<file path="config.mk">
export PLATFORM = sky130hd
export DESIGN_NAME = prod_accum_flat
export DESIGN_NICKNAME = d
export VERILOG_FILES = /design/src/rtl/prod_accum_if.sv /design/src/rtl/prod_accum.sv /design/src/flat_wrapper.sv
export SDC_FILE = /design/constraint.sdc
export NUM_CORES = 1
export LEC_CHECK = 0
export ABC_CLOCK_PERIOD_IN_PS = 5200
export CAP_MARGIN = 40
export CORE_ASPECT_RATIO = 1.2
export CORE_MARGIN = 2
export CORE_UTILIZATION = 58
export DETAILED_ROUTE_END_ITERATION = 8
export PLACE_DENSITY = 0.89
export SLEW_MARGIN = 30
export SYNTH_ARGS = -nofsm -noshare
export SYNTH_HDL_FRONTEND = slang
export SYNTH_SLANG_ARGS = --single-unit
</file>
<file path="constraint.sdc">
create_clock -name clk_i -period 5.2 [get_ports clk_i]
set_input_delay 1.04 -clock clk_i [delete_from_list [all_inputs] [get_ports clk_i]]
set_output_delay 1.04 -clock clk_i [all_outputs]
set_load 0.02 [all_outputs]
</file>
<file path="src/rtl/prod_accum_if.sv">
// Handshake bundle between the multiplier, the frame accumulator and the result consumer.
// Carries the product stream (valid/ready) and the saturated result stream (valid/ready).
// Producer/consumer side uses master; the accumulator uses slave.
interface prod_accum_if #(
  parameter int IN_W  = 16,
  parameter int ACC_W = 24
) ();
  // Product stream from the multiplier output register
  logic             in_valid;
  logic [IN_W-1:0]  in_data;
  logic             in_ready;
  // Result stream towards the consumer
  logic             out_valid;
  logic [ACC_W-1:0] out_data;
  logic             out_ovf;
  logic             out_ready;

  modport master (
    output in_valid, in_data, out_ready,
    input  in_ready, out_valid, out_data, out_ovf
  );

  modport slave (
    input  in_valid, in_data, out_ready,
    output in_ready, out_valid, out_data, out_ovf
  );
endinterface

</file>
<file path="src/rtl/prod_accum.sv">
// Sums LEN consecutive unsigned products into one saturated frame result with a sticky overflow flag.
// Latency: result valid on the edge that accepts the LENth product; one product per cycle.
// Backpressure: non-final products always accepted; only the final product stalls while a result is held.
module prod_accum #(
  parameter int IN_W  = 16,  // product width
  parameter int ACC_W = 24,  // accumulator/result width, must be >= IN_W
  parameter int LEN   = 8    // products per frame, 2..255
) (
  input  logic       clk_i,
  input  logic       rst_i,   // asynchronous, active-low
  input  logic       clr_i,   // synchronous frame abort
  output logic [7:0] fill_o,  // products accepted in the current frame
  prod_accum_if.slave bus
);

  // Zero-extension needed to bring a product up to the adder width (ACC_W+1).
  localparam int         EXT_W    = ACC_W + 1 - IN_W;
  localparam logic [7:0] LAST_CNT = 8'(LEN - 1);

  // Running frame state
  logic [ACC_W-1:0] acc_q, acc_d;
  logic             ovf_q, ovf_d;
  logic [7:0]       cnt_q, cnt_d;

  // Held result
  logic [ACC_W-1:0] odat_q, odat_d;
  logic             oovf_q, oovf_d;
  logic             ovld_q, ovld_d;

  // Datapath / control nets
  logic [ACC_W:0]   sum_w;
  logic             sum_ovf_w;
  logic [ACC_W-1:0] sum_sat_w;
  logic             last_w;
  logic             stall_w;
  logic             in_rdy_w;
  logic             accept_w;
  logic             xfer_w;

  // Single adder: one extra bit catches the carry out of the accumulator width.
  assign sum_w     = {1'b0, acc_q} + {{EXT_W{1'b0}}, bus.in_data};
  // Overflow is sticky for the frame; once set the value stays clamped at all-ones.
  assign sum_ovf_w = sum_w[ACC_W] | ovf_q;
  assign sum_sat_w = sum_ovf_w ? {ACC_W{1'b1}} : sum_w[ACC_W-1:0];

  // Single comparator: is the next product the one that closes the frame.
  assign last_w    = (cnt_q == LAST_CNT);
  // Only the closing product has to wait for the output register to free up.
  assign stall_w   = last_w & ovld_q & ~bus.out_ready;
  // Ready is low throughout reset so the producer never sees a false accept.
  assign in_rdy_w  = rst_i & ~stall_w;
  // Abort wins over a coincident product; that product is simply dropped.
  assign accept_w  = bus.in_valid & in_rdy_w & ~clr_i;
  assign xfer_w    = ovld_q & bus.out_ready;

  // Next-state for the running sum, the frame counter and the output register.
  always_comb begin
    acc_d  = acc_q;
    ovf_d  = ovf_q;
    cnt_d  = cnt_q;
    odat_d = odat_q;
    oovf_d = oovf_q;
    ovld_d = ovld_q;

    // A taken result frees the register; a same-cycle final accept below re-fills it.
    if (xfer_w) begin
      ovld_d = 1'b0;
    end

    if (clr_i) begin
      // Abort only touches the running frame, a held result still goes out.
      acc_d = '0;
      ovf_d = 1'b0;
      cnt_d = '0;
    end else if (accept_w) begin
      if (last_w) begin
        odat_d = sum_sat_w;
        oovf_d = sum_ovf_w;
        ovld_d = 1'b1;
        acc_d  = '0;
        ovf_d  = 1'b0;
        cnt_d  = '0;
      end else begin
        acc_d  = sum_sat_w;
        ovf_d  = sum_ovf_w;
        cnt_d  = cnt_q + 8'd1;
      end
    end
  end

  // State registers; reset discards both the partial frame and any pending result.
  always_ff @(posedge clk_i or negedge rst_i) begin
    if (!rst_i) begin
      acc_q  <= '0;
      ovf_q  <= 1'b0;
      cnt_q  <= '0;
      odat_q <= '0;
      oovf_q <= 1'b0;
      ovld_q <= 1'b0;
    end else begin
      acc_q  <= acc_d;
      ovf_q  <= ovf_d;
      cnt_q  <= cnt_d;
      odat_q <= odat_d;
      oovf_q <= oovf_d;
      ovld_q <= ovld_d;
    end
  end

  assign bus.in_ready  = in_rdy_w;
  assign bus.out_valid = ovld_q;
  assign bus.out_data  = odat_q;
  assign bus.out_ovf   = oovf_q;
  assign fill_o        = cnt_q;

endmodule
</file>
<file path="src/flat_wrapper.sv">
// flat-port wrapper written by rule: the top's interface ports become plain ports
module prod_accum_flat 
#(
  parameter int IN_W  = 16,                  
  parameter int ACC_W = 24,                                              
  parameter int LEN   = 8                                 
)
  (clk_i, rst_i, clr_i, fill_o, bus_in_valid, bus_in_data, bus_out_ready, bus_in_ready, bus_out_valid, bus_out_data, bus_out_ovf);
  prod_accum_if #(.IN_W(IN_W), .ACC_W(ACC_W)) bus_i ();
  input  logic clk_i;
  input  logic rst_i;
  input  logic clr_i;
  output logic [7:0] fill_o;
  input wire logic [$bits(bus_i.in_valid)-1:0] bus_in_valid;
  input wire logic [$bits(bus_i.in_data)-1:0] bus_in_data;
  input wire logic [$bits(bus_i.out_ready)-1:0] bus_out_ready;
  output wire logic [$bits(bus_i.in_ready)-1:0] bus_in_ready;
  output wire logic [$bits(bus_i.out_valid)-1:0] bus_out_valid;
  output wire logic [$bits(bus_i.out_data)-1:0] bus_out_data;
  output wire logic [$bits(bus_i.out_ovf)-1:0] bus_out_ovf;
  assign bus_i.in_valid = bus_in_valid;
  assign bus_i.in_data = bus_in_data;
  assign bus_i.out_ready = bus_out_ready;
  assign bus_in_ready = bus_i.in_ready;
  assign bus_out_valid = bus_i.out_valid;
  assign bus_out_data = bus_i.out_data;
  assign bus_out_ovf = bus_i.out_ovf;
  prod_accum #(.IN_W(IN_W), .ACC_W(ACC_W), .LEN(LEN)) u_core (.clk_i(clk_i), .rst_i(rst_i), .clr_i(clr_i), .fill_o(fill_o), .bus(bus_i));
endmodule
</file>
==> metrics.csv <==
metric,value,unit
crit_type,input pin to flop,
pin_count,56,
r2r_start,u_core.acc_q[0]$_DFFE_PN0P_,
post_cts_resized,0,
synthCells,383,
grtUsageTotal,26.0,%
dpl.hpwl,5630,um
syn2layout_area_growth,22.2,%
routabilityCongestion,0.878,
cts_buffers,9,
layout.nets,476,
worstPathRequired,5.40,ns
start_util,60.8,%
routedWlPerCell,15.4,um
clock_sinks,59,
chipHeight,89.0,um
fin_skew,0.00562,ns
clk_latency,0.35,ns
synth_enable_flop_cells,0,
setup_slack,1.59,ns
whs_path_depth,2,
slew_violations,0,
htree_num_levels,3,
syn_nets,422,
setup.worst_path.end_class,flop,
min_period,3.61,ns
hp-start,u_core.bus.out_ovf$_DFFE_PN0P_,
synthArstFlopShare,100,%
max_freq,277,MHz
multi_input_area,1910,um^2
yosys_warnings,0,
cts.reportedPaths.clkPinSlew,0.06,ns
combPwrFrac,19.1,%
die_area,6660,um^2
cts_max_path_buffers,2,
fin_crit_sh,69.4,%
grt_pass1_wl,13100,um
p_leak,0.00189,uW
r2r_slack,2.33,ns
hold_path_class,flop to flop,
worst-endpoint-arrival,3.81,ns
p_switching,302,uW
die_w,74.8,um
status,completed,
clkPwrFrac,35.6,%
power_density,249,nW/um^2
netlist_area,3490,um^2
ir_drop,0.180,mV
n_antenna_cell,0,
wl,8000,um
fin_hold_ws,0.477,ns
drive_above_1_share,11.3,%
holdPathEnd,u_core.bus.out_ovf$_DFFE_PN0P_,
place_inst,505,
r2r-end,u_core.acc_q[9]$_DFFE_PN0P_,
reg2reg_depth,9,
ys_types,56,
rsz0062_at_grt,false,
portBuffers,55,
setup_tns,0,ns
setup_violations,0,
intPower,762,uW
dpl-instance-area,4080,um^2
ys_seq_area_share,42.3,%
maxCapViolations,0,
worstMarginPinSlew,0.699,ns
n_fill_cell,421,
antenna_found_initial,0,
pre_cts_ws,1.26,ns
drt_iter0_drc,273,
cts_tree,done,
stdcell_count,521,
postSynthAreaPerCell,9.12,um^2
drc_errors,0,
vias_per_cell,5.73,
ff_latch_area,1480,um^2
fin_area,4270,um^2
num_vias,2985,
grt_pass1_vias,2847,
root_buffer,clkbuf_8,
max_slew_margin,53.3,%
cts-hold-fix-buffers,0,
swShare,28.4,%
firstDrtPassIters,4,
start_kind,input pin,
grt_max_degree,54,
crit_fanout,22,
core_region_area,5740,um^2
post_cts_buffers,0,
ys.flop_type,dfrtp_1,
rows,30,
ant_nets,0,
ys_seq_elements,59,
grt_overflow,0,
seq_power_share,45.2,%
final-hold-violation-count,0,
## cells in the final DEF (no fill, tap or decap), types with 2 or more instances in the layout
cell type        count
a22o_1               4
a31oi_1              4
nand4_2              2
nor2_2               9
nand3_1              9
clkinv_2             2
xnor2_1             11
clkbuf_8            12
a21oi_2              2
ha_1                17
and3_1               3
o22ai_1              5
nand4_1              2
xor2_1              13
nor2_1              38
buf_4                4
inv_1                6
a21o_1               8
o21ai_0             18
a21boi_0             2
dfrtp_1             59
a211oi_1             2
nand2_1             57
o22a_1               2
a22oi_2              2
nand3_2              2
a21oi_4              2
o21ai_1             33
a21oi_1             25
nand2b_1             4
clkdlybuf4s50_1     54
## state kept, by name, indices dropped and copies added (netlist names)
register and cells:
u_core.ovf_q 1, u_core.acc_q 24, u_core.bus.out_ovf 1, u_core.bus.out_valid 1
u_core.bus.out_data 24, u_core.fill_o 8
## cell usage after synthesis (all sizes together) (2+ instances only)
cell type / n / share of area, %
dfrtp: 59 / 42
nand2: 58 / 6.2
o21ai: 51 / 7.3
nor2: 47 / 5.6
a21oi: 29 / 5.0
ha: 17 / 6.1
xor2: 13 / 3.3
nand3: 11 / 1.7
xnor2: 11 / 2.8
a21o: 9 / 2.0
clkbuf: 9 / 0.97
buf: 7 / 1.6
a31oi: 6 / 1.7
inv: 6 / 0.64
o22ai: 6 / 1.3
a22o: 4 / 1.0
nand2b: 4 / 0.72
nand4: 4 / 1.1
a211oi: 3 / 1.0
and3: 3 / 0.54
nor3: 3 / 0.90
a21boi: 2 / 0.43
a22oi: 2 / 0.72
nor4b: 2 / 0.68
o22a: 2 / 0.50
## layout make-up
class / count / area share (%)
Timing Repair Buffer: 59 / 13.5
Clock buffer: 13 / 3.96
Clock inverter: 2 / 0.235
Tap cell: 80 / 2.35
Inverter: 6 / 0.528
Multi-Input combinational cell: 302 / 44.9
Sequential cell: 59 / 34.6
## power by group through the flow
stage	Sequential [uW]	Clock [uW]	Combinational [uW]
after detailed placement	490	0	200
after global placement	489	0	195
after CTS	482	383	203
final	482	379	204
after global routing	483	404	224
after floorplan	493	0	135
## worst max-delay path: stages
cell and delay [ns]:
clkdlybuf4s50_1 0.41, ha_1 0.25, fa_1 0.41, a21oi_1 0.23
o22ai_1 0.17, a211oi_4 0.35, nand3_2 0.14, a21o_2 0.43
nor2_1 0.27, o21ai_1 0.10
## through the flow
| step | util (%) | total power [uW] |
|---|---|---|
| after detailed placement | 71.1 | 690 |
| after global placement | 70.9 | 684 |
| after global routing | 74.3 | 1110 |
| after CTS | 74.2 | 1070 |
| final | 74.3 | 1060 |
| after floorplan | - | 628 |
## cells by family after synthesis
kind of cell	count (synthesis)	synth area share, %
and+or+nand+nor	140	19.4
buffers and inverters	22	3.22
xor gates and xnor gates	24	6.02
DFF	59	42.3
adders and majority gates	18	6.66
AOI/OAI and AO/OA	120	22.5
## worst max path at each step
stage | from | to | slack, ns | cells past startpoint
2_1_floorplan | bus_in_data[0] | u_core.acc_q[23]$_DFFE_PN0P_ | 2.01 | 10
3_3_place_gp | bus_in_data[0] | u_core.bus.out_data[22]$_DFFE_PN0P_ | 1.31 | 10
3_5_place_dp | bus_in_data[0] | u_core.bus.out_data[21]$_DFFE_PN0P_ | 1.26 | 10
4_1_cts | bus_in_data[0] | u_core.bus.out_data[21]$_DFFE_PN0P_ | 1.61 | 10
5_1_grt | bus_in_data[0] | u_core.bus.out_data[21]$_DFFE_PN0P_ | 1.39 | 10
6_report | bus_in_data[0] | u_core.acc_q[9]$_DFFE_PN0P_ | 1.59 | 10
## per-layer routing
metal	track usage [%]	up-vias	share of wire [%]
li1	-	1457	-
met1	33.6	1436	44
met2	42.5	77	49
met3	5.41	15	4.9
met4	10.6	0	2.1
met5	0	-	0
(Power assumes the default switching activity.)
